--- config.mk ---
export PLATFORM = sky130hd
export DESIGN_NAME = bit_serializer
export DESIGN_NICKNAME = d
export VERILOG_FILES = /design/src/rtl/bit_serializer.sv
export SDC_FILE = /design/constraint.sdc
export NUM_CORES = 1
export LEC_CHECK = 0
export ABC_AREA = 1
export BUFFER_PORTS_ARGS = -buffer_cell sky130_fd_sc_hd__buf_2
export CORE_MARGIN = 4
export CORE_UTILIZATION = 50
export DETAILED_ROUTE_END_ITERATION = 10
export PLACE_DENSITY = 0.82
export SETUP_SLACK_MARGIN = 0.4
export SYNTH_ARGS = -nofsm -noshare
export SYNTH_HDL_FRONTEND = slang
export SYNTH_SLANG_ARGS = --single-unit
--- constraint.sdc ---
create_clock -name clk -period 1.8 [get_ports clk]
set_input_delay 0.36 -clock clk [delete_from_list [all_inputs] [get_ports clk]]
set_output_delay 0.36 -clock clk [all_outputs]
set_load 0.05 [all_outputs]
--- src/rtl/bit_serializer.sv ---
// Parallel-to-serial front end: WIDTH-bit words in over valid/ready, one bit out per shift_en cycle.
// First bit appears the cycle after acceptance; back-to-back words stream with no idle gap.
module bit_serializer #(
  parameter int WIDTH     = 8,
  parameter bit MSB_FIRST = 1'b1,
  parameter bit IDLE_BIT  = 1'b0
) (
  input  logic             clk,
  input  logic             areset_n,
  input  logic [WIDTH-1:0] in_data,
  input  logic             in_valid,
  output logic             in_ready,
  input  logic             shift_en,
  output logic             out,
  output logic             out_valid,
  output logic             frame_start,
  output logic             busy
);

  localparam int CW = (WIDTH > 1) ? $clog2(WIDTH) : 1;

  typedef enum logic {IDLE, SHIFT} state_t;

  state_t           state, state_nxt;
  logic [WIDTH-1:0] sr, sr_nxt;
  logic [CW-1:0]    cnt, cnt_nxt;
  logic             out_nxt, out_valid_nxt, frame_start_nxt;
  logic             last, accept;

  assign last   = (cnt == CW'(WIDTH - 1));
  assign accept = in_valid && in_ready;

  always_ff @(posedge clk or negedge areset_n) begin
    if (!areset_n) begin
      state       <= IDLE;
      sr          <= '0;
      cnt         <= '0;
      out         <= IDLE_BIT;
      out_valid   <= 1'b0;
      frame_start <= 1'b0;
    end else begin
      state       <= state_nxt;
      sr          <= sr_nxt;
      cnt         <= cnt_nxt;
      out         <= out_nxt;
      out_valid   <= out_valid_nxt;
      frame_start <= frame_start_nxt;
    end
  end

  always_comb begin
    state_nxt = state;
    case (state)
      IDLE:    if (accept) state_nxt = SHIFT;
      SHIFT:   if (shift_en && last && !in_valid) state_nxt = IDLE;
      default: state_nxt = IDLE;
    endcase
  end

  always_comb begin
    in_ready        = (state == IDLE) || (state == SHIFT && last && shift_en);
    busy            = (state == SHIFT);
    sr_nxt          = sr;
    cnt_nxt         = cnt;
    out_nxt         = out;
    out_valid_nxt   = out_valid;
    frame_start_nxt = frame_start;
    if (accept) begin
      sr_nxt          = in_data;
      out_nxt         = MSB_FIRST ? in_data[WIDTH-1] : in_data[0];
      out_valid_nxt   = 1'b1;
      frame_start_nxt = 1'b1;
      cnt_nxt         = '0;
    end else if (state == SHIFT && shift_en) begin
      if (!last) begin
        // sr is shifted so the next bit always sits one position behind the send end
        sr_nxt          = MSB_FIRST ? {sr[WIDTH-2:0], 1'b0} : {1'b0, sr[WIDTH-1:1]};
        out_nxt         = MSB_FIRST ? sr[WIDTH-2] : sr[1];
        cnt_nxt         = cnt + 1'b1;
        frame_start_nxt = 1'b0;
      end else begin
        out_nxt         = IDLE_BIT;
        out_valid_nxt   = 1'b0;
        frame_start_nxt = 1'b0;
        cnt_nxt         = '0;
      end
    end
  end

endmodule

==> flow_metrics.env, run 1 <==
export IMPL_antenna_left=0
export IMPL_period_minus_slack_ps=1680
export IMPL_diodes=0
export IMPL_dp_cells=117
export IMPL_multi_input_area_um2=392
export IMPL_via_count=681
export IMPL_ys_ff_latch=14
export IMPL_die_w_um=45.4
export IMPL_synth_edf_count=0
export IMPL_synth_top_family_by_area="simple AND/OR/NAND/NOR gates"
export IMPL_hold_end="sr[0]$_DFFE_PN0P_"
export IMPL_clk_pin_slew_ps=100
export IMPL_synth_top_cell_by_area="dfrtp_1"
export IMPL_skew_ps=9.14
export IMPL_track_usage=0.170
export IMPL_dp_hpwl_um=1150
export IMPL_drive_above_1_share=0.386
export IMPL_powerDensity_nw_per_um2=1260
export IMPL_cts_buffer_depth=2
export IMPL_synthCells=87
export IMPL_yosys_area_share_adder=0.0357
export IMPL_slew_headroom=0.778
export IMPL_synth_compound_area_frac=0.0446
export IMPL_vias_per_cell=5.28
export IMPL_cts_root_buf="clkbuf_4"
export IMPL_cap_violations=0
export IMPL_peakVddDrop_v=0.000851
export IMPL_std_cell_rows=13
export IMPL_pre_cts_ws_ps=248
export IMPL_pin_count=17
export IMPL_grt_pass1_vias=629
export IMPL_drt_iter0_markers=12
export IMPL_synth_most_common_cell="nand2_1"
export IMPL_synth_distinct_cells=14
export IMPL_fin_ws_ps=117
export IMPL_area_growth_pct=40.7
export IMPL_maxSlewViolCount=0
export IMPL_route_detailed_drc=0
export IMPL_holdWs_ps=280
export IMPL_ff2ff_setup_slack_ps=180
export IMPL_synthArstFlopShare=1.00
export IMPL_synth_xor_area_share=0
export IMPL_start_util=0.532
export IMPL_tns_ps=0
export IMPL_outcome="finished clean"
export IMPL_required_ps=1440
export IMPL_final_cell_area_um2=986
export IMPL_fmax_mhz=594
export IMPL_fill_cells=101
export IMPL_crit_path_end_kind="primary output"
export IMPL_cp_data_arrival_time_ps=1320
export IMPL_grt_max_degree=15
export IMPL_worstSetupStartpointType="register"
export IMPL_synth_warning_count=0
export IMPL_regToRegStartpoint="cnt[1]$_DFFE_PN0P_"
export IMPL_worstMarginPinSlew_ps=333
export IMPL_critPathTopFamily="flip-flops"
export IMPL_rsz0062_at_grt="yes"
export IMPL_seqCellArea_um2=352
export IMPL_yosys_mux_area_fraction=0
export IMPL_finalSetupViolCount=0
export IMPL_coreArea_um2=1320
export IMPL_hold_start="in_data[0]"
export IMPL_synth_yosys_seq_area_share=0.500
export IMPL_slowest_delay_ps=430
export IMPL_p_leak_nw=0.544
export IMPL_numCtsBuffers=3
export IMPL_fin_nets=129
export IMPL_whs_path_depth=3
export IMPL_insertion_delay_ps=280
export IMPL_r2r_end="sr[5]$_DFFE_PN0P_"
export IMPL_fp_dieArea_um2=2060
export IMPL_synthesis_area_um2=701
export IMPL_place_area_um2=820
export IMPL_p_total_mw=1.24
export IMPL_path_buf_inv=1
export IMPL_final_core_util=0.748
export IMPL_synth_commonest_cells="nand2_1, dfrtp_1, nand3_1"
export IMPL_slowest_stage="dfrtp_1"
export IMPL_final_cells=129
export IMPL_die_h_um=45.4
export IMPL_hold_viol_final=0
export IMPL_path_common_cell="ha_4"
export IMPL_grt_pass1_wl_um=2590
export IMPL_hold_path_class="in2reg"
export IMPL_gp_congestion=0.812
export IMPL_wl_per_cell_um=14.1
export IMPL_avgSynthCellArea_um2=8.05
export IMPL_port_buffers=16
export IMPL_path_class="reg2out"
export IMPL_post_route_period_util=0.935
export IMPL_ctsHtreeMaxLevel=1
export IMPL_ff2ff_path_depth=12
export IMPL_worstPathCellList="ha_4 -> ha_4 -> nand2_4 -> nand2_8 -> buf_8"
export IMPL_synth_net_count=101
export IMPL_antenna_found_initial=0
export IMPL_cp_max_fo=2
export IMPL_synth_top_cell_area_share=0.500
export IMPL_gr_total_overflow=0
export IMPL_cts_tree="built"
export IMPL_synthFlopType="dfrtp_1"
export IMPL_synth_simple_area_share=0.371
export IMPL_cts_sinks=14
export IMPL_synthTopCellsByArea="dfrtp_1, nand2_1, nand3_1"
export IMPL_wl_um=1820
export IMPL_dr_pass1_iters=4
[cells by family (layout without fill, tap and decap cells)]
family | Yosys count | count (layout)
AO/OA/AOI/OAI | 5 | 5
buffers and inverters | 7 | 34
adder cells (fa/ha/maj) | 2 | 2
flip-flops | 14 | 14
AND/OR/NAND/NOR | 59 | 59
[cell type report]
cell class,instances,area share
multi-input cells,66,0.397
flip-flops and latches,14,0.357
inverters,6,0.0279
clock buffers,4,0.0266
well taps,15,0.0190
repair buffers,24,0.173
[report_power, final]
group | internal, mW | leakage [nW] | switching (mW) | total [mW]
combinational | 0.227 | 0.350 | 0.331 | 0.558
clock | 0.0859 | 0.0150 | 0.111 | 0.196
sequential | 0.411 | 0.179 | 0.0762 | 0.487
total | 0.723 | 0.544 | 0.518 | 1.24
[registers in the layout, summed over array words and instances (netlist names)]
register / flops
out_valid: 1
frame_start: 1
busy: 1
out: 1
sr: 7
cnt: 3
[how the worst max path moves through the flow]
stage,start,endpoint,slack [ps],cells past startpoint
finish,cnt[1]$_DFFE_PN0P_,in_ready,120,5
global route,cnt[1]$_DFFE_PN0P_,in_ready,70,5
floorplan,cnt[0]$_DFFE_PN0P_,out_valid$_DFFE_PN0P_,410,8
detailed placement,cnt[0]$_DFFE_PN0P_,in_ready,250,5
global placement,cnt[0]$_DFFE_PN0P_,in_ready,280,5
CTS,cnt[1]$_DFFE_PN0P_,in_ready,110,5
[tightest hold or removal path, cell delays in order]
cell     delay [ps]
buf_2            70
nand2_1          40
nand2_1          50
[metal layers]
metal	vias up	track usage	part of all wire
met5	-	0	0
met4	0	0.0585	0.020
met3	6	0.0514	0.060
met2	24	0.284	0.49
met1	319	0.206	0.43
li1	332	-	-
[cells in the final DEF, fill, tap and decap left out, types with 2 or more instances in the layout]
master / n
nand2_1: 42
buf_2: 14
dfrtp_1: 13
nand3_1: 6
inv_1: 4
nand2_2: 4
clkbuf_4: 4
buf_4: 4
o21ai_2: 3
nand2_4: 2
nand2_8: 2
inv_4: 2
nand4_1: 2
ha_4: 2
buf_8: 2
buf_6: 2
[what timing repair did]
item	CTS	global route
endpoints found under the setup margin	6	15
pin swaps	2	2
resized for setup	5	19
buffers inserted	3	4
hold endpoints to repair	14	0
hold buffers	1	0
(Power assumes the default switching activity.)
==> inputs of run 2 (changes only) <==
--- a/config.mk
+++ b/config.mk
@@ -8,9 +8,9 @@
 export ABC_AREA = 1
 export BUFFER_PORTS_ARGS = -buffer_cell sky130_fd_sc_hd__buf_2
 export CORE_MARGIN = 4
-export CORE_UTILIZATION = 50
+export CORE_UTILIZATION = 54
 export DETAILED_ROUTE_END_ITERATION = 10
-export PLACE_DENSITY = 0.82
+export PLACE_DENSITY = 0.87
 export SETUP_SLACK_MARGIN = 0.4
 export SYNTH_ARGS = -nofsm -noshare
 export SYNTH_HDL_FRONTEND = slang
==> constraint.sdc (replaced) <==
create_clock -name clk -period 2.08 [get_ports clk]
set_input_delay 0.416 -clock clk [delete_from_list [all_inputs] [get_ports clk]]
set_output_delay 0.416 -clock clk [all_outputs]
set_load 0.05 [all_outputs]
==> run 2 against run 1 <==
Net effect:
- combinational power is 27% lower
- die area is 6.1% lower
- via count decreased by 1.6%
- sequential share of layout area grew 3.9 points
==> flow_metrics.env, run 2 (same netlist as run 1, synthesis figures left out) <==
export IMPL_track_usage=0.198
export IMPL_power_net_switching_mw=0.410
export IMPL_clkPwrFrac=0.195
export IMPL_grt_pass1_wl_um=2760
export IMPL_hold_viol_final=0
export IMPL_final_common_cell="nand2_1"
export IMPL_fp_dieArea_um2=1940
export IMPL_gp_congestion=0.793
export IMPL_cp_data_arrival_time_ps=1310
export IMPL_die_h_um=44.0
export IMPL_start_util=0.598
export IMPL_p_total_mw=1.02
export IMPL_powerDensity_nw_per_um2=1150
export IMPL_top_register="sr"
export IMPL_wl_per_cell_um=13.3
export IMPL_pin_count=17
export IMPL_insertion_delay_ps=290
export IMPL_cts_sinks=14
export IMPL_grt_pass1_vias=649
export IMPL_fmax_mhz=580
export IMPL_drt_iter0_markers=13
export IMPL_wl_um=1640
export IMPL_reg_top3="sr: 7 flops, cnt: 3 flops"
export IMPL_cap_violations=0
export IMPL_diodes=0
export IMPL_via_count=670
export IMPL_p_int_mw=0.611
export IMPL_route_detailed_drc=0
export IMPL_finalSetupViolCount=0
export IMPL_period_minus_slack_ps=1720
export IMPL_dp_hpwl_um=1090
export IMPL_vias_per_cell=5.40
export IMPL_seqPwrFrac=0.403
export IMPL_cp_max_fo=2
export IMPL_final_cells=124
export IMPL_final_cell_mix="nand2_1, buf_2, dfrtp_1"
export IMPL_maxSlewViolCount=0
export IMPL_post_route_period_util=0.829
export IMPL_place_area_um2=787
export IMPL_p_leak_nw=0.521
export IMPL_area_growth_pct=26.4
export IMPL_fin_nets=125
export IMPL_worstMarginPinSlew_ps=386
export IMPL_gr_total_overflow=0
export IMPL_final_cell_area_um2=886
export IMPL_switching_share=0.402
export IMPL_dr_pass1_iters=4
export IMPL_die_w_um=44.0
export IMPL_fin_ws_ps=356
export IMPL_path_class="reg2out"
export IMPL_coreArea_um2=1170
export IMPL_outcome="finished clean"
export IMPL_worstSetupStartpointType="register"
export IMPL_ctsHtreeMaxLevel=1
export IMPL_rsz0062_at_grt="yes"
export IMPL_holdWs_ps=2.27
export IMPL_crit_path_end_kind="primary output"
export IMPL_peakVddDrop_v=0.000831
export IMPL_cts_tree="built"
export IMPL_dp_cells=116
export IMPL_skew_ps=9.45
export IMPL_pre_cts_ws_ps=417
export IMPL_port_buffers=16
export IMPL_antenna_found_initial=0
export IMPL_final_core_util=0.756
export IMPL_cts_buffer_depth=2
export IMPL_cts_root_buf="clkbuf_4"
export IMPL_grt_max_degree=15
export IMPL_tns_ps=0
export IMPL_std_cell_rows=12
export IMPL_numCtsBuffers=3
export IMPL_drive_above_1_share=0.300
export IMPL_clk_pin_slew_ps=90
export IMPL_antenna_left=0
export IMPL_required_ps=1660
export IMPL_largest_reg_flops=7
export IMPL_slew_headroom=0.741
export IMPL_hold_path_class="in2async"
export IMPL_power_frac_comb=0.402
export IMPL_postCtsHoldBufs=0
[run 2: cell count changes in the layout (fill, tap and decap cells not counted), moves of 2 or more]
cell	change
inv_4	-2
o21ai_2	-2
buf_6	-2
nand2_1	+3
o21ai_0	+2
nand2_2	-3
nand2_4	+2
nand2_8	-2
[run 2: layout make-up]
| cell class | count | area, µm² |
|---|---|---|
| inverter | 6 | 22.5 |
| tap | 14 | 17.5 |
| sequential | 14 | 350 |
| multi-input combinational | 66 | 339 |
| timing repair buffer | 20 | 120 |
| clock buffer | 4 | 36.3 |
| fill | 85 | 285 |
[run 2: metal layers]
layer  share of wire  GRT usage  routed length [µm]
met1            0.38      0.231                 627
met2            0.49      0.305                 800
met3           0.097     0.0732                 159
met4           0.033      0.127                  55
met5               0          0                   0
[run 2: worst max-delay path, stage by stage, from the launching register on]
cell and delay (ps):
dfrtp_1 390, ha_2 210, ha_4 170, nand2_4 60, nand2_4 50, buf_8 150
[run 2: power by group through the flow]
stage	Clock (mW)	Combinational [mW]	Sequential [mW]
after CTS	0.205	0.391	0.408
after detailed placement	0	0.342	0.411
after global placement	0	0.331	0.405
after global routing	0.220	0.456	0.417
after floorplan	0	0.179	0.483
final	0.199	0.410	0.412
[run 2: path summary, 6_finish.rpt]
check / start / to / slack (ps) / depth (start not counted)
max: cnt[1]$_DFFE_PN0P_ / in_ready / 360 / 5
min in group clk: in_data[0] / sr[0]$_DFFE_PN0P_ / 320 / 3
max in group asynchronous: areset_n / cnt[0]$_DFFE_PN0P_ / 1830 / 1
min: areset_n / busy$_DFF_PN0_ / 2 / 1
min reg2reg: frame_start$_DFFE_PN0P_ / frame_start$_DFFE_PN0P_ / 470 / 2
max reg2reg: cnt[1]$_DFFE_PN0P_ / cnt[0]$_DFFE_PN0P_ / 540 / 6
[run 2: what timing repair did]
item / CTS / global route
pin swaps: 2 / 1
endpoints found under the setup margin: 1 / 1
setup buffers: 3 / 1
gates resized for setup: 7 / 1
endpoints found under the hold margin: 0 / 0
==> inputs of run 3 (changes only) <==
--- a/config.mk
+++ b/config.mk
@@ -5,12 +5,12 @@
 export SDC_FILE = /design/constraint.sdc
 export NUM_CORES = 1
 export LEC_CHECK = 0
-export ABC_AREA = 1
+export ABC_AREA = 0
 export BUFFER_PORTS_ARGS = -buffer_cell sky130_fd_sc_hd__buf_2
 export CORE_MARGIN = 4
-export CORE_UTILIZATION = 54
+export CORE_UTILIZATION = 51
 export DETAILED_ROUTE_END_ITERATION = 10
-export PLACE_DENSITY = 0.87
+export PLACE_DENSITY = 0.83
 export SETUP_SLACK_MARGIN = 0.4
 export SYNTH_ARGS = -nofsm -noshare
 export SYNTH_HDL_FRONTEND = slang
==> constraint.sdc (replaced) <==
create_clock -name clk -period 1.8 [get_ports clk]
set_input_delay 0.36 -clock clk [delete_from_list [all_inputs] [get_ports clk]]
set_output_delay 0.36 -clock clk [all_outputs]
set_load 0.05 [all_outputs]
==> run 3 against run 2 <==
Net effect:
- clock skew fell by 3.7 ps
- combinational power grew 39%
- area after synthesis up 8.0%
- first-iteration DRC count rose by 77%
- critical path depth down 1
- sequential cell count stayed put
- register-to-register slack got worse by 480 ps
- sequential power grew 15%
- setup slack worse by 310 ps
- hold slack gained 330 ps
- final cell count is 9.7% lower
- largest power group is now combinational cells
- utilization rose by 0.91 points
==> flow_metrics.env, run 3 <==
export IMPL_outcome="finished clean"
export IMPL_synth_top_cell_area_share=0.463
export IMPL_synth_commonest_cells="dfrtp_1, nand2_1, mux2i_1"
export IMPL_wl_per_cell_um=18.0
export IMPL_seqCellArea_um2=352
export IMPL_synth_most_common_cell="dfrtp_1"
export IMPL_dp_cells=98
export IMPL_ff2ff_path_depth=7
export IMPL_track_usage=0.205
export IMPL_fp_dieArea_um2=2160
export IMPL_synth_top_cell_by_area="dfrtp_1"
export IMPL_fill_cells=71
export IMPL_holdWs_ps=331
export IMPL_path_class="reg2out"
export IMPL_r2r_end="sr[2]$_DFFE_PN0P_"
export IMPL_ctsHtreeMaxLevel=1
export IMPL_crit_path_end="in_ready"
export IMPL_synthFlopType="dfrtp_1"
export IMPL_skew_ps=5.76
export IMPL_synthTopCellsByArea="dfrtp_1, mux2i_1, nand2_1"
export IMPL_grt_pass1_wl_um=3060
export IMPL_dr_pass1_iters=4
export IMPL_path_buf_inv=1
export IMPL_cap_violations=0
export IMPL_ys_ff_latch=14
export IMPL_cp_max_fo=2
export IMPL_synth_edf_count=0
export IMPL_worstMarginPinSlew_ps=353
export IMPL_regToRegStartpoint="cnt[1]$_DFFE_PN0P_"
export IMPL_fin_ws_ps=48.4
export IMPL_cts_buffer_depth=2
export IMPL_pin_count=17
export IMPL_gr_total_overflow=0
export IMPL_final_cell_mix="buf_2, dfrtp_1, nand2_1"
export IMPL_vias_per_cell=5.89
export IMPL_cts_sinks=14
export IMPL_hold_viol_final=0
export IMPL_powerDensity_nw_per_um2=1240
export IMPL_top_register="sr"
export IMPL_drive_above_1_share=0.485
export IMPL_fin_nets=112
export IMPL_grt_max_degree=15
export IMPL_grt_pass1_vias=637
export IMPL_port_buffers=16
export IMPL_post_route_period_util=0.973
export IMPL_peakVddDrop_v=0.000884
export IMPL_insertion_delay_ps=280
export IMPL_hold_path_class="in2reg"
export IMPL_numCtsBuffers=3
export IMPL_crit_cells=4
export IMPL_finalSetupViolCount=0
export IMPL_ff2ff_setup_slack_ps=60
export IMPL_avgSynthCellArea_um2=10.8
export IMPL_tns_ps=0
export IMPL_fmax_mhz=571
export IMPL_clk_pin_slew_ps=90
export IMPL_rsz0062_at_grt="yes"
export IMPL_synth_yosys_seq_area_share=0.463
export IMPL_worstPathCellList="ha_2 -> ha_4 -> a21bo_4 -> buf_8"
export IMPL_required_ps=1440
export IMPL_cp_startpoint="cnt[1]$_DFFE_PN0P_"
export IMPL_diodes=0
export IMPL_worstSetupStartpointType="register"
export IMPL_cts_root_buf="clkbuf_4"
export IMPL_slowest_delay_ps=390
export IMPL_maxSlewViolCount=0
export IMPL_p_leak_nw=0.488
export IMPL_critPathTopFamily="flip-flops"
export IMPL_final_cells=112
export IMPL_std_cell_rows=13
export IMPL_slowest_stage="dfrtp_1"
export IMPL_wl_um=2020
export IMPL_coreArea_um2=1350
export IMPL_area_growth_pct=36.5
export IMPL_final_common_cell="buf_2"
export IMPL_crit_path_end_kind="primary output"
export IMPL_synthCells=70
export IMPL_die_w_um=46.5
export IMPL_final_core_util=0.766
export IMPL_dp_hpwl_um=1050
export IMPL_reg_top3="sr: 7 flops, cnt: 3 flops"
export IMPL_synthesis_area_um2=757
export IMPL_die_h_um=46.5
export IMPL_synth_warning_count=0
export IMPL_gp_congestion=0.739
export IMPL_largest_reg_flops=7
export IMPL_cts_tree="built"
export IMPL_multi_input_area_um2=445
export IMPL_antenna_found_initial=0
export IMPL_period_minus_slack_ps=1750
export IMPL_antenna_left=0
export IMPL_via_count=660
export IMPL_route_detailed_drc=0
export IMPL_pre_cts_ws_ps=206
export IMPL_synth_net_count=84
export IMPL_drt_iter0_markers=23
export IMPL_synth_distinct_cells=28
export IMPL_synthArstFlopShare=1.00
export IMPL_cp_data_arrival_time_ps=1390
export IMPL_slew_headroom=0.765
export IMPL_start_util=0.561
==> run 3: timing repair <==
action	4_1_cts	5_1_grt
pin swaps	3	6
endpoints found under the setup margin	9	13
setup buffers	4	4
hold buffers	1	0
hold endpoints to repair	14	0
gates cloned	1	0
resized for setup	7	9
==> run 3: logic make-up (layout without fill, tap and decap cells) <==
logic type      after synthesis  in the layout  share of synthesized area
compound gates               20             21                      0.220
fa+ha+maj                     2              2                     0.0331
buf+inv                       7             33                     0.0545
flops                        14             14                      0.463
mux                           6              6                     0.0793
simple gates                 21             21                      0.150
==> run 3: worst min path at each step <==
stage / from / to / slack, ps / depth (start not counted)
floorplan: areset_n / busy$_DFF_PN0_ / 60 / 0
global placement: areset_n / cnt[2]$_DFFE_PN0P_ / 270 / 1
detailed placement: areset_n / cnt[2]$_DFFE_PN0P_ / 270 / 1
CTS: in_data[0] / sr[0]$_DFFE_PN0P_ / 330 / 2
global route: in_data[0] / sr[0]$_DFFE_PN0P_ / 340 / 2
finish: in_data[0] / sr[0]$_DFFE_PN0P_ / 330 / 2
==> run 3: worst reg2reg max path: stages, from the launching register on <==
cell     delay [ps]
dfrtp_1         390
ha_2            200
ha_4            160
a21bo_4         210
buf_4           170
nand2_8         110
mux2i_1         290
o21ai_2          90
==> run 3: layer usage <==
layer  track usage  wire length, µm
met2         0.321              984
met3        0.0352              139
met5             0                0
met1         0.271              852
met4        0.0966               40
==> run 3: metrics by stage <==
step	cell area, µm²	power (mW)
after CTS	957	1.17
after global routing	1030	1.35
after floorplan	773	0.784
after global placement	846	0.856
after detailed placement	846	0.865
final	1030	1.28
==> run 3: layout make-up <==
type                       count  share of cell area
timing repair buffer          25               0.161
multi-input combinational     50               0.431
tap                           15              0.0182
sequential                    14               0.340
clock buffer                   4              0.0351
inverter                       4              0.0145
==> run 3: power by group <==
group | total, mW | switching [mW] | internal [mW]
Sequential | 0.473 | 0.0725 | 0.401
Combinational | 0.570 | 0.302 | 0.268
Clock | 0.235 | 0.111 | 0.123
Total | 1.28 | 0.486 | 0.792
